File: src/rtl/chess_clock_pkg.sv
// Shared types and helpers for the chess clock player timers.
// Time is held as four BCD digits so the display needs no conversion.
package chess_clock_pkg;

    typedef struct packed {
        logic [3:0] min_t;
        logic [3:0] min_u;
        logic [3:0] sec_t;
        logic [3:0] sec_u;
    } bcd_time_t;

    localparam bcd_time_t TIME_ZERO = '{min_t: 4'd0, min_u: 4'd0, sec_t: 4'd0, sec_u: 4'd0};
    localparam bcd_time_t TIME_MAX  = '{min_t: 4'd9, min_u: 4'd9, sec_t: 4'd5, sec_u: 4'd9};

    // Returns {tens, units} for a value in 0..99.
    function automatic logic [7:0] bcd_from_int(input int unsigned value);
        return {4'(value / 32'd10), 4'(value % 32'd10)};
    endfunction

endpackage

File: src/rtl/chess_clock_prescaler.sv
// One-second prescaler: counts enabled cycles and strobes on the last one.
// The count is held (not cleared) while disabled so a partial second survives a halt.
module chess_clock_prescaler
    import chess_clock_pkg::*;
#(
    parameter int unsigned CLK_HZ = 100_000_000
) (
    input  logic i_clk,
    input  logic i_rst,
    input  logic i_clear,
    input  logic i_en,
    output logic o_tick
);

    localparam int unsigned CNT_W = (CLK_HZ > 1) ? $clog2(CLK_HZ) : 1;
    localparam logic [CNT_W-1:0] CNT_LAST = CNT_W'(CLK_HZ - 1);

    logic [CNT_W-1:0] cnt;

    // NOTE: sequential state uses non-blocking assignments so every register
    // samples the pre-edge values, independent of statement order.
    always_ff @(posedge i_clk) begin
        if (i_rst || i_clear) begin
            cnt <= '0;
        end else if (i_en) begin
            if (cnt == CNT_LAST) begin
                cnt <= '0;
            end else begin
                cnt <= cnt + 1'b1;
            end
        end
    end

    // Wrap strobe: high during the cycle whose edge wraps the count.
    assign o_tick = i_en && (cnt == CNT_LAST);

endmodule

File: src/rtl/chess_clock_timer.sv
// Per-player countdown timer: BCD minutes:seconds, 1 s decrement while running,
// Fischer increment on each turn end, sticky zero flag for the control FSM.
module chess_clock_timer
    import chess_clock_pkg::*;
#(
    parameter int unsigned CLK_HZ   = 100_000_000,
    parameter int unsigned INIT_MIN = 5,
    parameter int unsigned INIT_SEC = 0,
    parameter int unsigned INC_SEC  = 0
) (
    input  logic       i_clk,
    input  logic       i_rst,
    input  logic       i_restart,
    input  logic       i_stop,
    output logic       o_zero,
    output logic       o_tick,
    output logic [3:0] o_min_t,
    output logic [3:0] o_min_u,
    output logic [3:0] o_sec_t,
    output logic [3:0] o_sec_u
);

    localparam logic [7:0] INIT_MIN_BCD = bcd_from_int(INIT_MIN);
    localparam logic [7:0] INIT_SEC_BCD = bcd_from_int(INIT_SEC);
    localparam bcd_time_t  INIT_TIME = '{
        min_t: INIT_MIN_BCD[7:4], min_u: INIT_MIN_BCD[3:0],
        sec_t: INIT_SEC_BCD[7:4], sec_u: INIT_SEC_BCD[3:0]
    };

    bcd_time_t  time_q;
    bcd_time_t  time_dec;
    bcd_time_t  time_inc;
    logic       stop_q;
    logic       tick_q;
    logic       sec_wrap;
    logic       time_zero;
    logic       stop_rise;
    logic       reload;
    logic [6:0] sec_sum;
    logic [6:0] sec_val;
    logic [6:0] min_sum;
    logic       sec_carry;

    assign reload = i_rst || i_restart;

    chess_clock_prescaler #(
        .CLK_HZ (CLK_HZ)
    ) u_prescaler (
        .i_clk   (i_clk),
        .i_rst   (i_rst),
        .i_clear (i_restart),
        .i_en    (!i_stop),
        .o_tick  (sec_wrap)
    );

    assign time_zero = (time_q == TIME_ZERO);
    assign stop_rise = i_stop && !stop_q;

    // Borrow chain; only consumed when the time is nonzero, so min_t never underflows.
    // NOTE: every combinational output gets a default first so no path leaves it
    // unassigned and no latch is inferred.
    always_comb begin
        time_dec = time_q;
        if (time_q.sec_u != 4'd0) begin
            time_dec.sec_u = time_q.sec_u - 4'd1;
        end else begin
            time_dec.sec_u = 4'd9;
            if (time_q.sec_t != 4'd0) begin
                time_dec.sec_t = time_q.sec_t - 4'd1;
            end else begin
                time_dec.sec_t = 4'd5;
                if (time_q.min_u != 4'd0) begin
                    time_dec.min_u = time_q.min_u - 4'd1;
                end else begin
                    time_dec.min_u = 4'd9;
                    time_dec.min_t = time_q.min_t - 4'd1;
                end
            end
        end
    end

    // Fischer increment in binary, converted back to BCD; clamps at 99:59.
    always_comb begin
        time_inc  = time_q;
        sec_sum   = 7'(time_q.sec_t) * 7'd10 + 7'(time_q.sec_u) + 7'(INC_SEC);
        sec_carry = (sec_sum >= 7'd60);
        sec_val   = sec_carry ? (sec_sum - 7'd60) : sec_sum;
        min_sum   = 7'(time_q.min_t) * 7'd10 + 7'(time_q.min_u) + 7'(sec_carry);
        if (min_sum > 7'd99) begin
            time_inc = TIME_MAX;
        end else begin
            {time_inc.min_t, time_inc.min_u} = bcd_from_int(32'(min_sum));
            {time_inc.sec_t, time_inc.sec_u} = bcd_from_int(32'(sec_val));
        end
    end

    // stop_q reloads to 1 so releasing a restart is never mistaken for a turn end.
    always_ff @(posedge i_clk) begin
        if (reload) begin
            time_q <= INIT_TIME;
            stop_q <= 1'b1;
            tick_q <= 1'b0;
        end else begin
            stop_q <= i_stop;
            tick_q <= 1'b0;
            if (stop_rise && !time_zero) begin
                time_q <= time_inc;
            end else if (sec_wrap && !time_zero) begin
                time_q <= time_dec;
                tick_q <= 1'b1;
            end
        end
    end

    assign o_zero  = time_zero;
    assign o_tick  = tick_q;
    assign o_min_t = time_q.min_t;
    assign o_min_u = time_q.min_u;
    assign o_sec_t = time_q.sec_t;
    assign o_sec_u = time_q.sec_u;

endmodule

File: config.mk
export PLATFORM = sky130hd
export DESIGN_NAME = chess_clock_timer
export DESIGN_NICKNAME = d
export VERILOG_FILES = /design/src/rtl/chess_clock_pkg.sv /design/src/rtl/chess_clock_prescaler.sv /design/src/rtl/chess_clock_timer.sv
export SDC_FILE = /design/constraint.sdc
export NUM_CORES = 1
export LEC_CHECK = 0
export CORE_MARGIN = 1.5
export CORE_UTILIZATION = 65
export DETAILED_ROUTE_END_ITERATION = 16
export PLACE_DENSITY = 0.85
export SYNTH_ARGS = -nofsm -noshare
export SYNTH_HDL_FRONTEND = slang
export SYNTH_SLANG_ARGS = --single-unit
File: constraint.sdc
create_clock -name i_clk -period 18 [get_ports i_clk]
set_input_delay 3.6 -clock i_clk [delete_from_list [all_inputs] [get_ports i_clk]]
set_output_delay 3.6 -clock i_clk [all_outputs]
set_load 0.05 [all_outputs]
==> run metrics, run 1 <==
DR DRC count=2; CP Class=reg -> reg; global router's overall resource usage=31.66%; global route hottest layer=met2; final worst path period need=6.904 ns; Leak Pwr=1.730 nW; top_reg_cell synth=dfxtp_1; number of antenna violations at the first check in global routing=0; cell repeated most along the worst path=ha_1; vias per cell=6.910; insertion delay of the later-clocked pin in the worst-skew pair=0.31 ns; share of flip-flops with an asynchronous set or reset=0%; number of hold-slack violations in the final timing report=0; Die Y-Extent=85.07 um; power share of the clock group=41.6%; via count of the first global-routing pass=around 4200; Global Route met1 Usage=41.29%; number of buffers on the longest clock path=2; Post-Place Setup Slack=11.22 ns; fraction of the cycle the final worst path needs=about two fifths; crit path from=o_sec_t[1]; total nets after synthesis=586; wirelength, routed=11130 um; RR Startpoint=o_sec_t[1]; total internal power=149.6 uW; endpoint kind of the worst setup timing path=flop; Nets=595; cell types occupying the most area after synthesis=dfxtp_1 (21%), ha_1 (6.6%), nor2_1 (5.9%), xnor2_1 (4.0%), nand2_1 (3.6%); Psw=about 46 uW; CTS clk-pin slew, worst paths=around 0.090 ns; pwr/cell area=41.51 mW/mm2; I/O pin count=22; half-perimeter wire length of the detailed placement result=8370 um; maximum vdd drop=between 50 and 60 uV; clock sinks=45; post-synth cell types=91; cell family with most CP delay=compound AO/OA/AOI/OAI gates; area added between synthesis and finish=7.774%; die footprint=0.007237 mm2; failing checks=DRC; largest net degree at the start of global routing=27; Slew headroom=34.22%; Horiz. Die Dim=85.07 um; startpoint of the most critical hold path=u_prescaler.cnt[19]; share of the core filled with cells=about three quarters; library cell with the highest instance count after synthesis=nor2_1; CTS Hold Bufs=0; EDFF count, synth=0; cell type with the largest total area after synthesis=dfxtp_1; wire length of the first global-routing pass=approximately 19000 um; clock tree from TritonCTS=built; Tightest Pin Transition=0.9867 ns; part of the Yosys area used for sequential elements=20.58%; post-synthesis instance total=555; area of the core=0.006422 mm2; critical path cell sequence=ha_1 -> ha_1 -> fa_1 -> xnor2_1 -> o41ai_4 -> a21oi_4 -> inv_2 -> ha_1 -> fa_1 -> a21o_1 -> a21oi_2 -> xnor2_2 -> inv_1 -> ha_1 -> inv_1 -> ha_1 -> o31a_1 -> o21a_1 -> a211oi_4 -> xnor2_1 -> o2111ai_1 -> a41oi_1 -> xnor2_1 -> a31oi_1; startpoint class of the critical path=flop; post-place instance area=~0.0046 mm2; cell row count=29; flip-flop and latch count after synthesis=45; slowest stage cell, crit path=xnor2_1; Synth warnings=0; required time reported for the critical path endpoint=18.17 ns; Register-to-Register Setup Slack=11.10 ns; number of placed instances, taps included=634; Avg Inst Size Synth=7.888 um2; Antenna Nets Post-Route=0; Netlist Area Pre-Place=0.004378 mm2; share of total power consumed by net switching=approximately a quarter; most numerous cell types in the synthesized netlist=nor2_1 (69), dfxtp_1 (45), nand2_1 (42); overall power of the completed layout=about 200 uW; per-cell routed wire length=approximately 17 um; total number of H-tree levels=2; largest stage delay on the critical path=0.66 ns; CTS Buf Count=5; largest driver fanout on the critical path=9; max-cap check violation count=0; result of the run=finished with violations; proportion of power drawn by flip-flops and latches=51.3%; GRT met2 Usage=53.25%; combinational cell fraction of total power=7.1%; PostCTS Resize Cnt=0; final antenna diode count=0; routability cong.=about 0.94; Hold/Removal Path Class=reg -> reg; number of inserted filler cells in the final layout=484; initial DRC count=about 500; total via count in the routed design=4436; maximum frequency from static timing analysis=around 140 MHz; Worst Path Arrival=7.07 ns; total negative slack=0 ns; layout cell share with drive strength beyond 1=9.735%; setup violation total in the final timing report=0; Fin Clk Skew=0.003911 ns; initial core utilization=68.17%; final std cell area, no fill=0.004718 mm2; number of optimization iterations in the first detailed-route pass=11; gr ovfl total=0; grt met3 use=4.864%; unrepaired setup endpoints after global routing=no; CP Buf/Inv Count=3; number of pins exceeding their max-slew limit in the final report=0; non-filler instance count after layout=~640; post-route setup slack=11.10 ns; library cell used as clock root buffer=clkbuf_8; minimum hold slack=0.4920 ns; Post CTS Setup Buffer Count=0; top-area cell type share of the netlist area=approximately 20%; number of port buffers=21
## final timing paths
kind              cells after the start             endpoint
setup reg to reg                     24           o_min_u[2]
setup / recovery                     24           o_min_u[2]
hold / removal                        2  u_prescaler.cnt[19]
hold reg to reg                       2  u_prescaler.cnt[19]
## routing by layer
metal | up-vias | wire length, um
li1 | 2113 | -
met1 | 2070 | 4902
met2 | 213 | 5255
met3 | 40 | 686
met4 | 0 | 286
met5 | - | 0
## worst reg2reg max path: stages, from the launching register on
cell and delay [ns]:
dfxtp_1 0.54, ha_1 0.31, ha_1 0.21, fa_1 0.41
xnor2_1 0.66, o41ai_4 0.25, a21oi_4 0.31, inv_2 0.11
ha_1 0.23, fa_1 0.47, a21o_1 0.28, a21oi_2 0.24
xnor2_2 0.20, inv_1 0.13, ha_1 0.19, inv_1 0.05
ha_1 0.23, o31a_1 0.30, o21a_1 0.18, a211oi_4 0.40
xnor2_1 0.29, o2111ai_1 0.23, a41oi_1 0.31, xnor2_1 0.15
a31oi_1 0.09
## cell type report
type | count | area [um2] | share of cell area (%)
Inverter | 20 | 75.07 | 1.591
Sequential cell | 45 | 900.9 | 19.09
Timing Repair Buffer | 21 | 210.2 | 4.455
Clock inverter | 2 | 37.54 | 0.7955
Multi-Input combinational cell | 471 | 3316 | 70.27
Clock buffer | 6 | 82.58 | 1.750
Tap cell | 77 | 96.34 | 2.042
## power groups by stage
| stage | clock (mW) | combinational [mW] | sequential [mW] |
|---|---|---|---|
| 6_report | 0.0815 | 0.0140 | 0.100 |
| 5_1_grt | 0.0869 | 0.0152 | 0.101 |
| 4_1_cts | 0.0817 | 0.0136 | 0.100 |
| 3_5_place_dp | 0 | 0.0135 | 0.103 |
| 3_3_place_gp | 0 | 0.0132 | 0.103 |
| 2_1_floorplan | 0 | 0.00957 | 0.103 |
## cells in the final DEF (no fill, tap or decap), types with 5 or more instances in the layout
master,instances
a211o_1,6
a211oi_1,6
a211oi_2,5
a21o_1,6
a21oi_1,29
a22oi_1,5
a31oi_1,7
and2_1,7
clkbuf_8,6
clkdlybuf4s50_1,21
dfxtp_1,45
ha_1,23
inv_1,18
nand2_1,42
nand2b_1,9
nand3_1,24
nand4_1,11
nor2_1,69
nor2b_1,5
nor3_1,16
nor4_1,9
o211ai_1,9
o21a_1,7
o21ai_0,26
or3_1,7
xnor2_1,20
xor2_1,15
## sequential cells by signal (all words and copies together) (netlist names)
| signal | flops |
|---|---|
| u_prescaler.cnt | 27 |
| o_min_t | 4 |
| o_min_u | 4 |
| o_sec_t | 4 |
| o_sec_u | 4 |
| o_tick | 1 |
| stop_q | 1 |
## cell families (layout without fill, tap and decap cells)
| group | Yosys count | after routing | synth area share (%) |
|---|---|---|---|
| simple gates | 233 | 233 | 27.46 |
| compound gates | 167 | 167 | 30.09 |
| flops | 45 | 45 | 20.58 |
| xor+xnor | 39 | 39 | 8.488 |
| buf+inv | 39 | 49 | 3.687 |
| fa+ha+maj | 27 | 27 | 8.403 |
| mux | 5 | 5 | 1.286 |
(Power assumes the default switching activity.)
==> inputs of run 2 (changes only) <==
--- a/config.mk
+++ b/config.mk
@@ -6,9 +6,9 @@
 export NUM_CORES = 1
 export LEC_CHECK = 0
 export CORE_MARGIN = 1.5
-export CORE_UTILIZATION = 65
+export CORE_UTILIZATION = 62
 export DETAILED_ROUTE_END_ITERATION = 16
-export PLACE_DENSITY = 0.85
+export PLACE_DENSITY = 0.82
 export SYNTH_ARGS = -nofsm -noshare
 export SYNTH_HDL_FRONTEND = slang
 export SYNTH_SLANG_ARGS = --single-unit
==> constraint.sdc (replaced) <==
create_clock -name i_clk -period 6.5 [get_ports i_clk]
set_input_delay 1.3 -clock i_clk [delete_from_list [all_inputs] [get_ports i_clk]]
set_output_delay 1.3 -clock i_clk [all_outputs]
set_load 0.05 [all_outputs]
==> run 2 against run 1 <==
The flow now finishes without violations. Register-to-register slack got worse by 11 ns. Critical path depth rose by 3. Sequential cell count did not move. Clock-buffer cell count rose by 1. Hold slack got worse by 0.0032 ns. Via count rose by 0.95%. Critical path type unchanged. Power rose to 2.5 times the previous value.
==> run metrics, run 2 (synthesis results as in run 1) <==
result of the run=finished, final reports clean; final worst path period need=~6.2 ns; total negative slack=0 ns; layout cell share with drive strength beyond 1=14.58%; required time reported for the critical path endpoint=6.66 ns; RR Startpoint=o_sec_t[0]; share of the core filled with cells=between 70% and 80%; Post-Place Setup Slack=-0.06288 ns; I/O pin count=22; number of optimization iterations in the first detailed-route pass=7; number of flip-flops in the largest register=27; wirelength, routed=around 11000 um; CP Class=reg -> reg; startpoint class of the critical path=flop; CTS Hold Bufs=0; routability cong.=0.9491; Hold/Removal Path Class=reg -> reg; most frequent cells in the layout=nor2_1 (69), dfxtp_1 (43), nand2_1 (41); number of placed instances, taps included=663; Fin Clk Skew=0.01032 ns; area of the core=0.006794 mm2; number of pins exceeding their max-slew limit in the final report=0; crit path from=o_sec_t[0]; die footprint=around 0.0076 mm2; Tightest Pin Transition=about 1.0 ns; leading cell type in the layout, fill and taps excluded=nor2_1; clock sinks=45; largest driver fanout on the critical path=9; total via count in the routed design=4478; Worst R2R End=o_min_u[2]; half-perimeter wire length of the detailed placement result=8467 um; maximum vdd drop=between 150 and 200 uV; Antenna Nets Post-Route=0; insertion delay of the later-clocked pin in the worst-skew pair=0.30 ns; cell row count=30; area added between synthesis and finish=13.58%; max-cap check violation count=0; vias per cell=6.595; gr ovfl total=0; endpoint kind of the worst setup timing path=flop; register bank with the most flops=u_prescaler.cnt; Die Y-Extent=87.03 um; pwr/cell area=99.06 mW/mm2; wire length of the first global-routing pass=about 18000 um; largest net degree at the start of global routing=27; final antenna diode count=0; Horiz. Die Dim=about 87 um; Leak Pwr=1.826 nW; DR DRC count=0; number of port buffers=21; crit path to=o_min_u[2]; Nets=614; initial DRC count=446; per-cell routed wire length=16.85 um; library cell used as clock root buffer=clkbuf_8; number of hold-slack violations in the final timing report=0; setup violation total in the final timing report=0; post-route setup slack=0.2559 ns; minimum hold slack=0.4888 ns; CTS clk-pin slew, worst paths=0.08 ns; Worst Path Arrival=6.41 ns; Register-to-Register Setup Slack=0.26 ns; non-filler instance count after layout=679; CTS Buf Count=5; number of antenna violations at the first check in global routing=0; via count of the first global-routing pass=4052; maximum frequency from static timing analysis=160.2 MHz; R2R depth=27; fraction of the cycle the final worst path needs=96.06%; initial core utilization=64.44%; global router's overall resource usage=30.07%; number of buffers on the longest clock path=2; total number of H-tree levels=2; clock tree from TritonCTS=built; Slew headroom=32.27%
[run 2: worst min-delay path by stage]
stage | startpoint | endpoint | slack [ns] | cells past startpoint
2_1_floorplan | u_prescaler.cnt[6] | u_prescaler.cnt[6] | 0.45 | 2
4_1_cts | u_prescaler.cnt[6] | u_prescaler.cnt[6] | 0.49 | 2
3_5_place_dp | u_prescaler.cnt[6] | u_prescaler.cnt[6] | 0.48 | 2
3_3_place_gp | u_prescaler.cnt[6] | u_prescaler.cnt[6] | 0.46 | 2
5_1_grt | u_prescaler.cnt[6] | u_prescaler.cnt[6] | 0.52 | 2
6_report | u_prescaler.cnt[6] | u_prescaler.cnt[6] | 0.49 | 2
[run 2: power breakdown]
group | internal (mW) | total (mW) | switching [mW]
Combinational | 0.0135 | 0.0397 | 0.0263
Sequential | 0.277 | 0.278 | 0.00145
Clock | 0.0844 | 0.175 | 0.0904
Total | 0.374 | 0.493 | 0.118
[run 2: layout make-up]
class                      instances  area (um2)
multi-input combinational        471        3431
fill                             528        1822
sequential                        45       903.4
timing repair buffer              40       356.6
tap                               96       120.1
clock buffer                       7       86.33
inverter                          20       75.07
[run 2: what timing repair did]
item,in CTS,in global routing
pin swaps,1,11
setup buffers,0,9
hold endpoints to repair,0,0
resized for setup,2,17
gates cloned,0,0
setup endpoints to repair,4,5
[run 2: stage by stage]
| step | power [mW] | area, um2 |
|---|---|---|
| final | 0.4926 | 4972 |
| after global placement | 0.3218 | 4700 |
| after detailed placement | 0.3226 | 4700 |
| after global routing | 0.5096 | 4972 |
| after floorplan | 0.3123 | 4380 |
| after CTS | 0.4947 | 4795 |
[run 2: metal layers]
| metal | track usage, % | routed length (um) | vias to the layer above |
|---|---|---|---|
| met5 | 0 | 0 | - |
| li1 | - | - | 2140 |
| met4 | 9.384 | 132 | 0 |
| met3 | 3.318 | 788 | 15 |
| met2 | 50.88 | 5500 | 197 |
| met1 | 40.11 | 5022 | 2126 |
[run 2: critical path, stage by stage (launching register included)]
cell and delay (ns):
dfxtp_2 0.38, ha_1 0.33, ha_1 0.35, xor2_2 0.21
ha_1 0.22, nor3b_4 0.17, a211oi_2 0.35, o41ai_4 0.15
a21oi_4 0.22, inv_2 0.09, ha_1 0.22, a21o_1 0.23
a211oi_4 0.34, nor3_1 0.12, or2_2 0.31, inv_1 0.10
ha_1 0.19, nand4_1 0.17, nor3b_2 0.28, nand2_2 0.15
o211ai_4 0.30, buf_4 0.17, o21ai_0 0.14, mux2i_1 0.19
o21ai_0 0.16, a41oi_1 0.29, xnor2_1 0.15, a31oi_1 0.10
==> inputs of run 3 (changes only) <==
--- a/config.mk
+++ b/config.mk
@@ -9,6 +9,8 @@
 export CORE_UTILIZATION = 62
 export DETAILED_ROUTE_END_ITERATION = 16
 export PLACE_DENSITY = 0.82
+export SETUP_SLACK_MARGIN = 0.15
 export SYNTH_ARGS = -nofsm -noshare
 export SYNTH_HDL_FRONTEND = slang
 export SYNTH_SLANG_ARGS = --single-unit
+export TNS_END_PERCENT = 100
==> run 3 against run 2 <==
Sequential power is essentially flat. Clock-buffer cell count is the same. Clock power grew 26%. Design area grew 1.7%. Fmax grew 3.2%. Cell count grew 0.44%. Sequential share of layout area shrank 0.19 points. Wire length grew 0.13%. Critical path depth shrank 1. Critical path type unchanged. Critical endpoint is now o_min_u[1]. Largest cell class unchanged.
==> run metrics, run 3 (synthesis results as in run 1) <==
Die Y-Extent=87.03 um; Horiz. Die Dim=between 80 and 90 um; final std cell area, no fill=0.005059 mm2; half-perimeter wire length of the detailed placement result=8460 um; most frequent cells in the layout=nor2_1 (68), nand2_1 (41), dfxtp_1 (40); number of inserted filler cells in the final layout=525; final antenna diode count=0; cell row count=30; total negative slack=0 ns; endpoint kind of the worst setup timing path=flop; result of the run=finished, final reports clean; I/O pin count=22; fraction of the cycle the final worst path needs=93.13%; number of port buffers=21; initial DRC count=between 300 and 400; largest stage delay on the critical path=0.64 ns; via count of the first global-routing pass=4072; wirelength, routed=11460 um; multi-input combinational cell area=0.003470 mm2; CTS Buf Count=5; largest net degree at the start of global routing=27; slowest stage cell, crit path=fa_2; cell repeated most along the worst path=ha_1; maximum frequency from static timing analysis=about 170 MHz; share of the core filled with cells=74.46%; setup violation total in the final timing report=0; routability cong.=0.9616; die footprint=0.007574 mm2; startpoint class of the critical path=flop; register bank with the most flops=u_prescaler.cnt; DR DRC count=0; total via count in the routed design=4476; number of hold-slack violations in the final timing report=0; library cell used as clock root buffer=clkbuf_8; Nets=616; Hold/Removal Path Class=reg -> reg; total number of H-tree levels=2; Slew headroom=34.73%; number of buffers on the longest clock path=2; number of optimization iterations in the first detailed-route pass=5; Worst Path Arrival=6.24 ns; insertion delay of the later-clocked pin in the worst-skew pair=0.30 ns; global router's overall resource usage=30.31%; pwr/cell area=106.7 mW/mm2; vias per cell=6.563; clock tree from TritonCTS=built; max-cap check violation count=0; Fin Clk Skew=roughly 0.0059 ns; number of antenna violations at the first check in global routing=0; Antenna Nets Post-Route=0; gr ovfl total=0; number of placed instances, taps included=between 600 and 700; layout cell share with drive strength beyond 1=16.89%; non-filler instance count after layout=682; initial core utilization=64.44%; cell family with most CP delay=compound AO/OA/AOI/OAI gates; unrepaired setup endpoints after global routing=no; CP Buf/Inv Count=4; CTS clk-pin slew, worst paths=0.08 ns; largest driver fanout on the critical path=8; Leak Pwr=between 1.5 and 2 nW; post-place instance area=0.004696 mm2; minimum hold slack=0.4927 ns; Tightest Pin Transition=0.9791 ns; wire length of the first global-routing pass=18620 um; maximum vdd drop=185.5 uV; CP Class=reg -> reg; leading cell type in the layout, fill and taps excluded=nor2_1; number of flip-flops in the largest register=27; per-cell routed wire length=16.80 um; clock sinks=45; number of pins exceeding their max-slew limit in the final report=0; area of the core=0.006794 mm2; required time reported for the critical path endpoint=6.69 ns; area added between synthesis and finish=15.55%; sequential standard cell area=a little over 900 um2; final worst path period need=between 6 and 7 ns
[run 3: cell count changes in the layout (fill, tap and decap cells not counted), sizes merged]
cell	before	now
buf	19	21
bufinv	0	1
[run 3: area by class of cell]
type,count,area share (%)
inverters,20,1.484
flip-flops and latches,45,17.98
repair buffers,42,7.272
multi-input cells,471,68.59
clock buffers,7,1.707
well taps,96,2.374
clock inverters,1,0.5936
[run 3: what timing repair did]
| action | in CTS | in global routing |
|---|---|---|
| setup buffers | 2 | 10 |
| endpoints found under the setup margin | 4 | 5 |
| resized for setup | 3 | 26 |
| hold buffers | 0 | 0 |
| pin swaps | 3 | 14 |
[run 3: path summary, 6_finish.rpt]
path	start	endpoint	slack [ns]	cells after the start
worst max register to register	o_sec_t[3]	o_min_u[1]	0.45	26
worst max-delay path	o_sec_t[3]	o_min_u[1]	0.45	26
worst min-delay path	u_prescaler.cnt[19]	u_prescaler.cnt[19]	0.49	2
worst min register to register	u_prescaler.cnt[19]	u_prescaler.cnt[19]	0.49	2
[run 3: metal layers]
layer	share of wire (%)	GRT usage, %	vias to the layer above
li1	-	-	2155
met1	44	40.36	2142
met2	48	51.44	162
met3	6.6	4.171	17
met4	1.4	8.065	0
met5	0	0	-
[run 3: metrics by stage]
stage | total power, mW | setup slack [ns]
6_report | 0.5398 | 0.4468
5_1_grt | 0.5565 | 0.1218
4_1_cts | 0.5387 | 0.2450
2_1_floorplan | 0.3123 | 0.2271
3_3_place_gp | 0.3217 | 0.2307
3_5_place_dp | 0.3226 | 0.005723
[run 3: worst reg2reg max path: stages, from the launching register on]
cell and delay, ns:
dfxtp_4 0.38, ha_1 0.28, ha_1 0.22, fa_2 0.64
nand3_2 0.11, a211oi_4 0.32, o41ai_4 0.11, a21oi_4 0.16
inv_2 0.08, ha_1 0.21, fa_1 0.40, a21o_1 0.23
a21oi_4 0.24, xnor2_4 0.18, inv_1 0.11, ha_1 0.19
inv_1 0.05, ha_1 0.23, o31a_1 0.30, o21a_2 0.17
a211oi_4 0.26, buf_4 0.16, xnor2_2 0.09, a221oi_2 0.31
nand4_1 0.25, nand4_1 0.17, o211ai_1 0.09
[run 3: where the power goes]
part           leakage (nW)  total (mW)  switching, mW  internal [mW]
logic                  1.42      0.0410         0.0267         0.0144
clock network        0.0585       0.221         0.0959          0.125
registers             0.366       0.278        0.00142          0.276
total                  1.85       0.540          0.124          0.416
